<file path="src/rtl/wave_pkg.sv">
// wave_pkg: shared state encoding and default parameters for waveform monitors
package wave_pkg;
    typedef enum logic {WAIT_RISE, MEASURE} state_t;
    localparam int CW_DEF          = 16;
    localparam int EXP_PERIOD_DEF  = 20;
    localparam int TOL_DEF         = 1;
    localparam int STUCK_LIMIT_DEF = 1000;
endpackage

</file>
<file path="src/rtl/sync_edge_det.sv">
// sync_edge_det: 2-flop synchroniser plus history flop giving level, rise and fall
module sync_edge_det (
    input  logic clk,
    input  logic rst_n,
    input  logic sig_in,
    output logic s,
    output logic rise,
    output logic fall
);
    logic s1, s_d;
    always_ff @(posedge clk) begin
        if (!rst_n) begin
            {s1, s, s_d} <= '0;
        end else begin
            s1  <= sig_in;
            s   <= s1;
            s_d <= s;
        end
    end
    assign rise = s & ~s_d;
    assign fall = ~s & s_d;
endmodule

</file>
<file path="src/rtl/wave_monitor.sv">
// wave_monitor: measures period/high time of an async waveform and flags
// out-of-tolerance, stuck and counter-overflow conditions
module wave_monitor import wave_pkg::*; #(
    parameter int CW          = CW_DEF,
    parameter int EXP_PERIOD  = EXP_PERIOD_DEF,
    parameter int TOL         = TOL_DEF,
    parameter int STUCK_LIMIT = STUCK_LIMIT_DEF
) (
    input  logic          clk,
    input  logic          rst_n,
    input  logic          sig_in,
    input  logic          enable,
    output logic [CW-1:0] period,
    output logic [CW-1:0] high_time,
    output logic          meas_valid,
    output logic          mismatch,
    output logic          stuck,
    output logic          overflow
);
    localparam int IW = $clog2(STUCK_LIMIT + 1);
    localparam logic [CW-1:0] MAX = '1;

    state_t          state;
    logic [CW-1:0]   per_cnt, hi_cnt;
    logic            hi_done;
    logic [IW-1:0]   idle_cnt;
    logic            rise, fall;
    logic signed [CW:0] diff, mag;
    logic            off_tol;

    sync_edge_det u_sync (
        .clk   (clk),
        .rst_n (rst_n),
        .sig_in(sig_in),
        .s     (),
        .rise  (rise),
        .fall  (fall)
    );

    // one extra bit keeps the deviation signed without wrapping
    assign diff    = $signed({1'b0, per_cnt}) - $signed((CW+1)'(EXP_PERIOD));
    assign mag     = diff < 0 ? -diff : diff;
    assign off_tol = mag > $signed((CW+1)'(TOL));
    assign stuck   = idle_cnt >= IW'(STUCK_LIMIT);

    always_ff @(posedge clk) begin
        if (!rst_n) begin
            state      <= WAIT_RISE;
            per_cnt    <= '0;
            hi_cnt     <= '0;
            hi_done    <= 1'b0;
            idle_cnt   <= '0;
            period     <= '0;
            high_time  <= '0;
            meas_valid <= 1'b0;
            mismatch   <= 1'b0;
            overflow   <= 1'b0;
        end else begin
            meas_valid <= 1'b0;
            overflow   <= 1'b0;
            if (!enable) begin
                state    <= WAIT_RISE;
                per_cnt  <= '0;
                hi_cnt   <= '0;
                hi_done  <= 1'b0;
                idle_cnt <= '0;
            end else begin
                idle_cnt <= (rise || fall) ? '0 : (stuck ? idle_cnt : idle_cnt + 1'b1);
                case (state)
                    WAIT_RISE: begin
                        if (rise) begin
                            state   <= MEASURE;
                            per_cnt <= CW'(1);
                            hi_cnt  <= CW'(1);
                            hi_done <= 1'b0;
                        end
                    end
                    MEASURE: begin
                        // saturation wins over a coincident rise
                        if (per_cnt == MAX) begin
                            overflow <= 1'b1;
                            state    <= WAIT_RISE;
                            per_cnt  <= '0;
                            hi_cnt   <= '0;
                        end else if (rise) begin
                            period     <= per_cnt;
                            high_time  <= hi_cnt;
                            meas_valid <= 1'b1;
                            mismatch   <= mismatch | off_tol;
                            per_cnt    <= CW'(1);
                            hi_cnt     <= CW'(1);
                            hi_done    <= 1'b0;
                        end else begin
                            per_cnt <= per_cnt + 1'b1;
                            hi_done <= hi_done | fall;
                            if (!hi_done && !fall) hi_cnt <= hi_cnt + 1'b1;
                        end
                    end
                    default: state <= WAIT_RISE;
                endcase
            end
        end
    end
endmodule

</file>
<file path="config.mk">
export PLATFORM = sky130hd
export DESIGN_NAME = wave_monitor
export DESIGN_NICKNAME = d
export VERILOG_FILES = /design/src/rtl/wave_pkg.sv /design/src/rtl/sync_edge_det.sv /design/src/rtl/wave_monitor.sv
export SDC_FILE = /design/constraint.sdc
export NUM_CORES = 1
export LEC_CHECK = 0
export CAP_MARGIN = 20
export CORE_MARGIN = 2
export CORE_UTILIZATION = 35
export CTS_CLUSTER_SIZE = 28
export DETAILED_ROUTE_END_ITERATION = 8
export HOLD_SLACK_MARGIN = 0.06
export PLACE_DENSITY_LB_ADDON = 0.2
export SLEW_MARGIN = 10
export SYNTH_ARGS = -nofsm -noshare
export SYNTH_HDL_FRONTEND = slang
export SYNTH_HIERARCHICAL = 1
export SYNTH_SLANG_ARGS = --single-unit
</file>
<file path="constraint.sdc">
create_clock -name clk -period 2.6 [get_ports clk]
set_clock_uncertainty 0.2 [all_clocks]
set_input_delay 0.26 -clock clk [delete_from_list [all_inputs] [get_ports clk]]
set_output_delay 0.26 -clock clk [all_outputs]
set_load 0.03 [all_outputs]
</file>
# Word-level counts from Yosys, hierarchy flattened
# Index checks and enable logic that the tools add are counted.
# W data, S select, Z words.
[totals]
reg_bits = 82
in_bits = 4
out_inout_bits = 36
[op_classes]
add_sub_neg = 5
magnitude_cmp = 3
n_eq_ne = 4
mux = 17
n_bitwise = 10
n_reduce_logical = 11
[ops]
columns = ["operator", "count"]
rows = [
  ["$mux W16", 6],
  ["$pmux W16 S2", 2],
  ["$add A16 B1 Y16 const B", 2],
  ["$gt A17 B2 Y1 const B", 1],
  ["$lt A17 B1 Y1 const B", 1],
  ["$mux W17", 1],
  ["$neg A17 Y17", 1],
  ["$sub A16 B5 Y17 const B", 1],
  ["$eq A16 B16 Y1 const B", 1],
  ["$add A10 B1 Y10 const B", 1],
  ["$ge A10 B10 Y1 const B", 1],
  ["$mux W1", 6],
  ["$not A1 Y1", 6],
  ["$reduce_and A2 Y1", 3],
  ["$ne A2 B2 Y1 const B", 2],
  ["$ne A4 B1 Y1 const B", 1],
  ["$pmux W1 S2", 2],
  ["$reduce_and A4 Y1", 1],
  ["$reduce_or A4 Y1", 1],
  ["$reduce_and A3 Y1", 1],
  ["$reduce_or A3 Y1", 1],
  ["$and A1 B1 Y1", 2],
  ["$logic_not A1 Y1", 2],
  ["$or A1 B1 Y1", 2],
  ["2 further kinds", 2],
]

# Longest topological paths before layout
[logic_depth]
ltp_word = 8
mapped_depth = 9

# Modules after synthesis
# Netlist, hierarchy kept.
[by_module_without_submodules]
columns = ["module", "n_inst", "cells_each", "area_per_inst_um2"]
rows = [
  ["wave_monitor", 1, 464, 3926.3],
  ["sync_edge_det", 1, 8, 91.3],
]

# Least setup slack after synthesis
# Ideal clock, no wire load.
[synth_path]
path_type = "register to register"
startpoint = "register per_cnt[2]"
endpoint = "register mismatch"
setup_ps = 131
arrival_time_ps = 1787
required_ps = 2269
slack_ps = 482
stages_incl_launch_ff = 9
path_buffers = 0
path_cell_list = "dfxtp_1 -> inv_1 -> ha_1 -> xor2_1 -> nand3_1 -> a211oi_2 -> a22oi_1 -> nor4_1 -> a31oi_1"
[synth_between]
elab_chain_cells = 5
word_cells_on_any_way = 9
classes_between = "add/sub (2); order compare (2); eq/ne (1); mux (1); bitwise (2); reduce/logical (1)"
[synth_lines]
columns = ["item", "line_no", "source"]
rows = [
  ["start: declaration", "wave_monitor.sv:24", "logic [CW-1:0] per_cnt, hi_cnt;"],
  ["start signal: assignment", "wave_monitor.sv:94", "per_cnt <= per_cnt + 1'b1;"],
  ["$sub A16 B5 Y17", "wave_monitor.sv:41", "assign diff = $signed({1'b0, per_cnt}) - $signed((CW+1)'(EXP_PERIOD));"],
  ["$neg A17 Y17 / $lt A17 B1 Y1 (equally long branches)", "wave_monitor.sv:42", "assign mag = diff < 0 ? -diff : diff;"],
  ["$mux W17", "wave_monitor.sv:42", ""],
  ["$gt A17 B2 Y1", "wave_monitor.sv:43", "assign off_tol = mag > $signed((CW+1)'(TOL));"],
  ["$or A1 B1 Y1", "wave_monitor.sv:89", "mismatch <= mismatch | off_tol;"],
  ["end signal: assignment", "wave_monitor.sv:89", ""],
  ["end: declaration", "wave_monitor.sv:16", "output logic mismatch,"],
]
# Parallel ways exist; a longest one is shown, timed or not.
# A chain may end at the register's enable or synchronous reset.

# Worst setup path after layout
[layout_path]
startpoint = "register per_cnt[3]"
endpoint = "register mismatch"
# The elaborated chain is that of the path after synthesis.

==> results.md <==
* Area share of the leading cell type in the synthesized netlist at 40.9%
* Met1 Usage GRT at 20.2%
* Max Cap Viol at 0
* Yosys reg bits at 82
* Placed insts at 639
* Fmax at 417 MHz
* Max-slew violations at 0
* Worst Setup SP: per_cnt[3]$_SDFFE_PN0P_
* Clock transition at the registers of the reported paths at roughly 60 ps
* Vias at 3329
* Vias in the first global route at approximately 3300
* CTS Hold Bufs at 0
* WP buf/inv at 1
* Hold Path Class: reg2reg
* Crit path DAT at 2410 ps
* Mapped Area at 4020 sq um
* GR Layer Usage met3 at under 10%
* Fin crit period at 2400 ps
* Post-synth EDFFs at 0
* Area of the core at 11300 sq um
* Grt ovf at 0
* Post CTS Setup Buffer Count at 0
* Initial Utilization at 35.5%
* Gate Count Post-Synth at about 470
* Slew HR at 65.5%
* Final worst-path cycle share at 92.2%
* Port Buffer Count at 39
* Ys flop type: dfxtp_1
* Crit end category: flop
* Die height at 111 microns
* Critical path depth in cells at 8
* Root Driver: clkbuf_16
* Wirelength, routed at 9530 microns
* PD cells at between 500 and 600 nW/um^2
* Synth unique cells at 53
* Initial antenna violation count at 0
* Gr usage total at around 16%
* Final cell count without fillers at 654
* Worst Tran Pin Value at 518 ps
* First-pass GRT wire length at 16500 microns
* Worst VDD drop at 0.000358 V
* Startpoint types: flop
* Clock Latency Late Sink at 340 ps
* Drt first pass iters at 5
* Total clock buffers created by CTS at 9
* Area grow syn2layout at 20.8%
* Final setup vio count at 0
* Yosys warning count at 6
* PostCTS Resize Cnt at 0
* Final Hold Vio Count at 0
* Critical path class: reg2reg
* Dpl hpwl at 6630 microns
* DR WL/cell at 14.6 microns
* GP Congestion at 0.840
* Pwr Total at 0.00260 W
* Worst Reg-to-Reg Cells at 8
* Slowest CP cell: dfxtp_1
* Top-count cell post-synth: nand2_1
* Routed Antenna Nets at 0
* Maximum root-to-sink buffer count at 2
* Final WS setup at 204 ps
* Avg Inst Size Synth at 8.51 sq um
* Largest cells by area after synthesis: dfxtp_1 41%, nand2_1 8.1%, a21boi_0 6.0%, xnor2_1 3.7%, xor2_1 3.7%
* Status: complete, no violations
* # DRC at 0
* R2R Path End: mismatch$_SDFFE_PN0P_
* CTS H-Tree Depth at 3
* Sequence of cells on the critical path: inv_1, ha_1, xor2_1, nand3_1, a211oi_4, a22oi_1, nor4_1, a31oi_1
* Slowest stage delay, CP at 480 ps
* Register area at 1640 sq um
* Hold Crit Depth at 1
* Sum Neg Setup Slack at 0 ps
* Met2 GRT Util at 28.2%
* Required @ worst endpoint at 2610 ps
* Post-Place Setup Slack at 197 ps
* FFs w/ async S/R, synth at 0%
* Design Area, Final at 4850 sq um
* Die ar. at about 12000 sq um
* Share of post-route cells with drive strength above 1 at 9.98%
* Crit path capture: mismatch$_SDFFE_PN0P_
* RSZ-0062 raised after global routing: false
* Sequential fraction of the synthesis area at 40.9%
* CTS sink cnt at roughly 80
* CTS tree: yes
* Most area-hungry cell type in the Yosys netlist: dfxtp_1
* Antenna fix cells at 0
* Width of the chip at approximately 110 microns
* Post-DP Area at 4550 sq um
* Worst Hold Launch: u_sync/s1$_SDFF_PN0_
* Nets@finish at 519
* Commonest cells in the netlist: 87 x nand2_1, 82 x dfxtp_1, 32 x a21boi_0
* I/O pin count at 40
* Multi-input gate area at about 2200 sq um
* RR Startpoint: per_cnt[3]$_SDFFE_PN0P_
* R2r setup slk at 200 ps
* Largest net degree at the start of global routing at 38
* CP top delay family: compound AO/OA/AOI/OAI gates
* Gr busiest metal: met2
* Vias per inst at 5.09
* Lkg Pwr at between 1.5 and 2 nW
* Fill count at 1126
* Num rows at 39
* Synthesized Nets at between 400 and 500
* 1st-iter DRT viols at 148
* CP Max Fanout at 8
==> how the worst min path moves through the flow <==
| stage | end |
|---|---|
| after floorplan | u_sync/s1$_SDFF_PN0_ |
| after global placement | u_sync/s$_SDFF_PN0_ |
| after detailed placement | u_sync/s$_SDFF_PN0_ |
| final | u_sync/s$_SDFF_PN0_ |
| after CTS | u_sync/s$_SDFF_PN0_ |
| after global routing | u_sync/s$_SDFF_PN0_ |
==> worst reg2reg max path: stages, from the launching register on <==
cell and delay (ps):
dfxtp_1 480, inv_1 120, ha_1 230, xor2_1 220, nand3_1 190, a211oi_4 350, a22oi_1 130, nor4_1 240
a31oi_1 110
==> cell type report <==
type	instances	area share, %
clock buffer	13	5.15
clock inverter	2	0.773
inverter	10	0.773
multi-input combinational	348	45.1
sequential	82	33.8
tap	143	3.69
timing repair buffer	56	10.7
==> cell families after synthesis <==
kind of cell	synth area share, %
buffers and inverters	4.95
flip-flops	40.9
adder cells (fa/ha/maj)	2.49
AO/OA/AOI/OAI	16.3
AND/OR/NAND/NOR	27.7
multiplexers	0.249
XOR/XNOR	7.41
==> sequential cells by signal (all words and copies together), names as in the netlist <==
signal	flops
per_cnt	16
meas_valid	1
u_sync/s_d	1
hi_cnt	16
high_time	16
overflow	1
hi_done	1
idle_cnt	10
u_sync/s1	1
mismatch	1
period	16
u_sync/s	1
state	1
==> cell usage in the layout, fill, tap and decap left out, types with 4 or more instances in the layout <==
| cell type | instances |
|---|---|
| dfxtp_1 | 81 |
| a21boi_0 | 32 |
| xor2_1 | 17 |
| nand2_1 | 87 |
| nor3_1 | 11 |
| ha_1 | 8 |
| a311oi_1 | 7 |
| a21oi_1 | 21 |
| nand3_1 | 14 |
| nor2b_1 | 4 |
| xnor2_1 | 17 |
| or2_2 | 5 |
| o21ai_0 | 12 |
| inv_1 | 10 |
| and3_1 | 6 |
| clkbuf_16 | 9 |
| nand4_1 | 15 |
| and2_1 | 7 |
| clkdlybuf4s50_1 | 39 |
| or3_1 | 9 |
| nor2_1 | 30 |
| buf_4 | 17 |
==> per-layer routing <==
metal	vias up	share of wire, %
li1	1703	-
met1	1565	46
met2	46	49
met3	15	3.2
met4	0	2.0
met5	-	0
==> power breakdown <==
group	internal [W]	total (W)	switching (W)
Combinational	0.0000277	0.0000737	0.0000460
Clock	0.000766	0.00126	0.000497
Sequential	0.00126	0.00127	0.00000484
==> per-stage QoR <==
stage / hold WS, ps / util, %
global route: 268 / 42.9
detailed placement: 222 / 40.2
finish: 241 / 42.9
global placement: 221 / 40.2
CTS: 242 / 42.8
floorplan: 182 / -
Power figures use the tool's default switching activity.
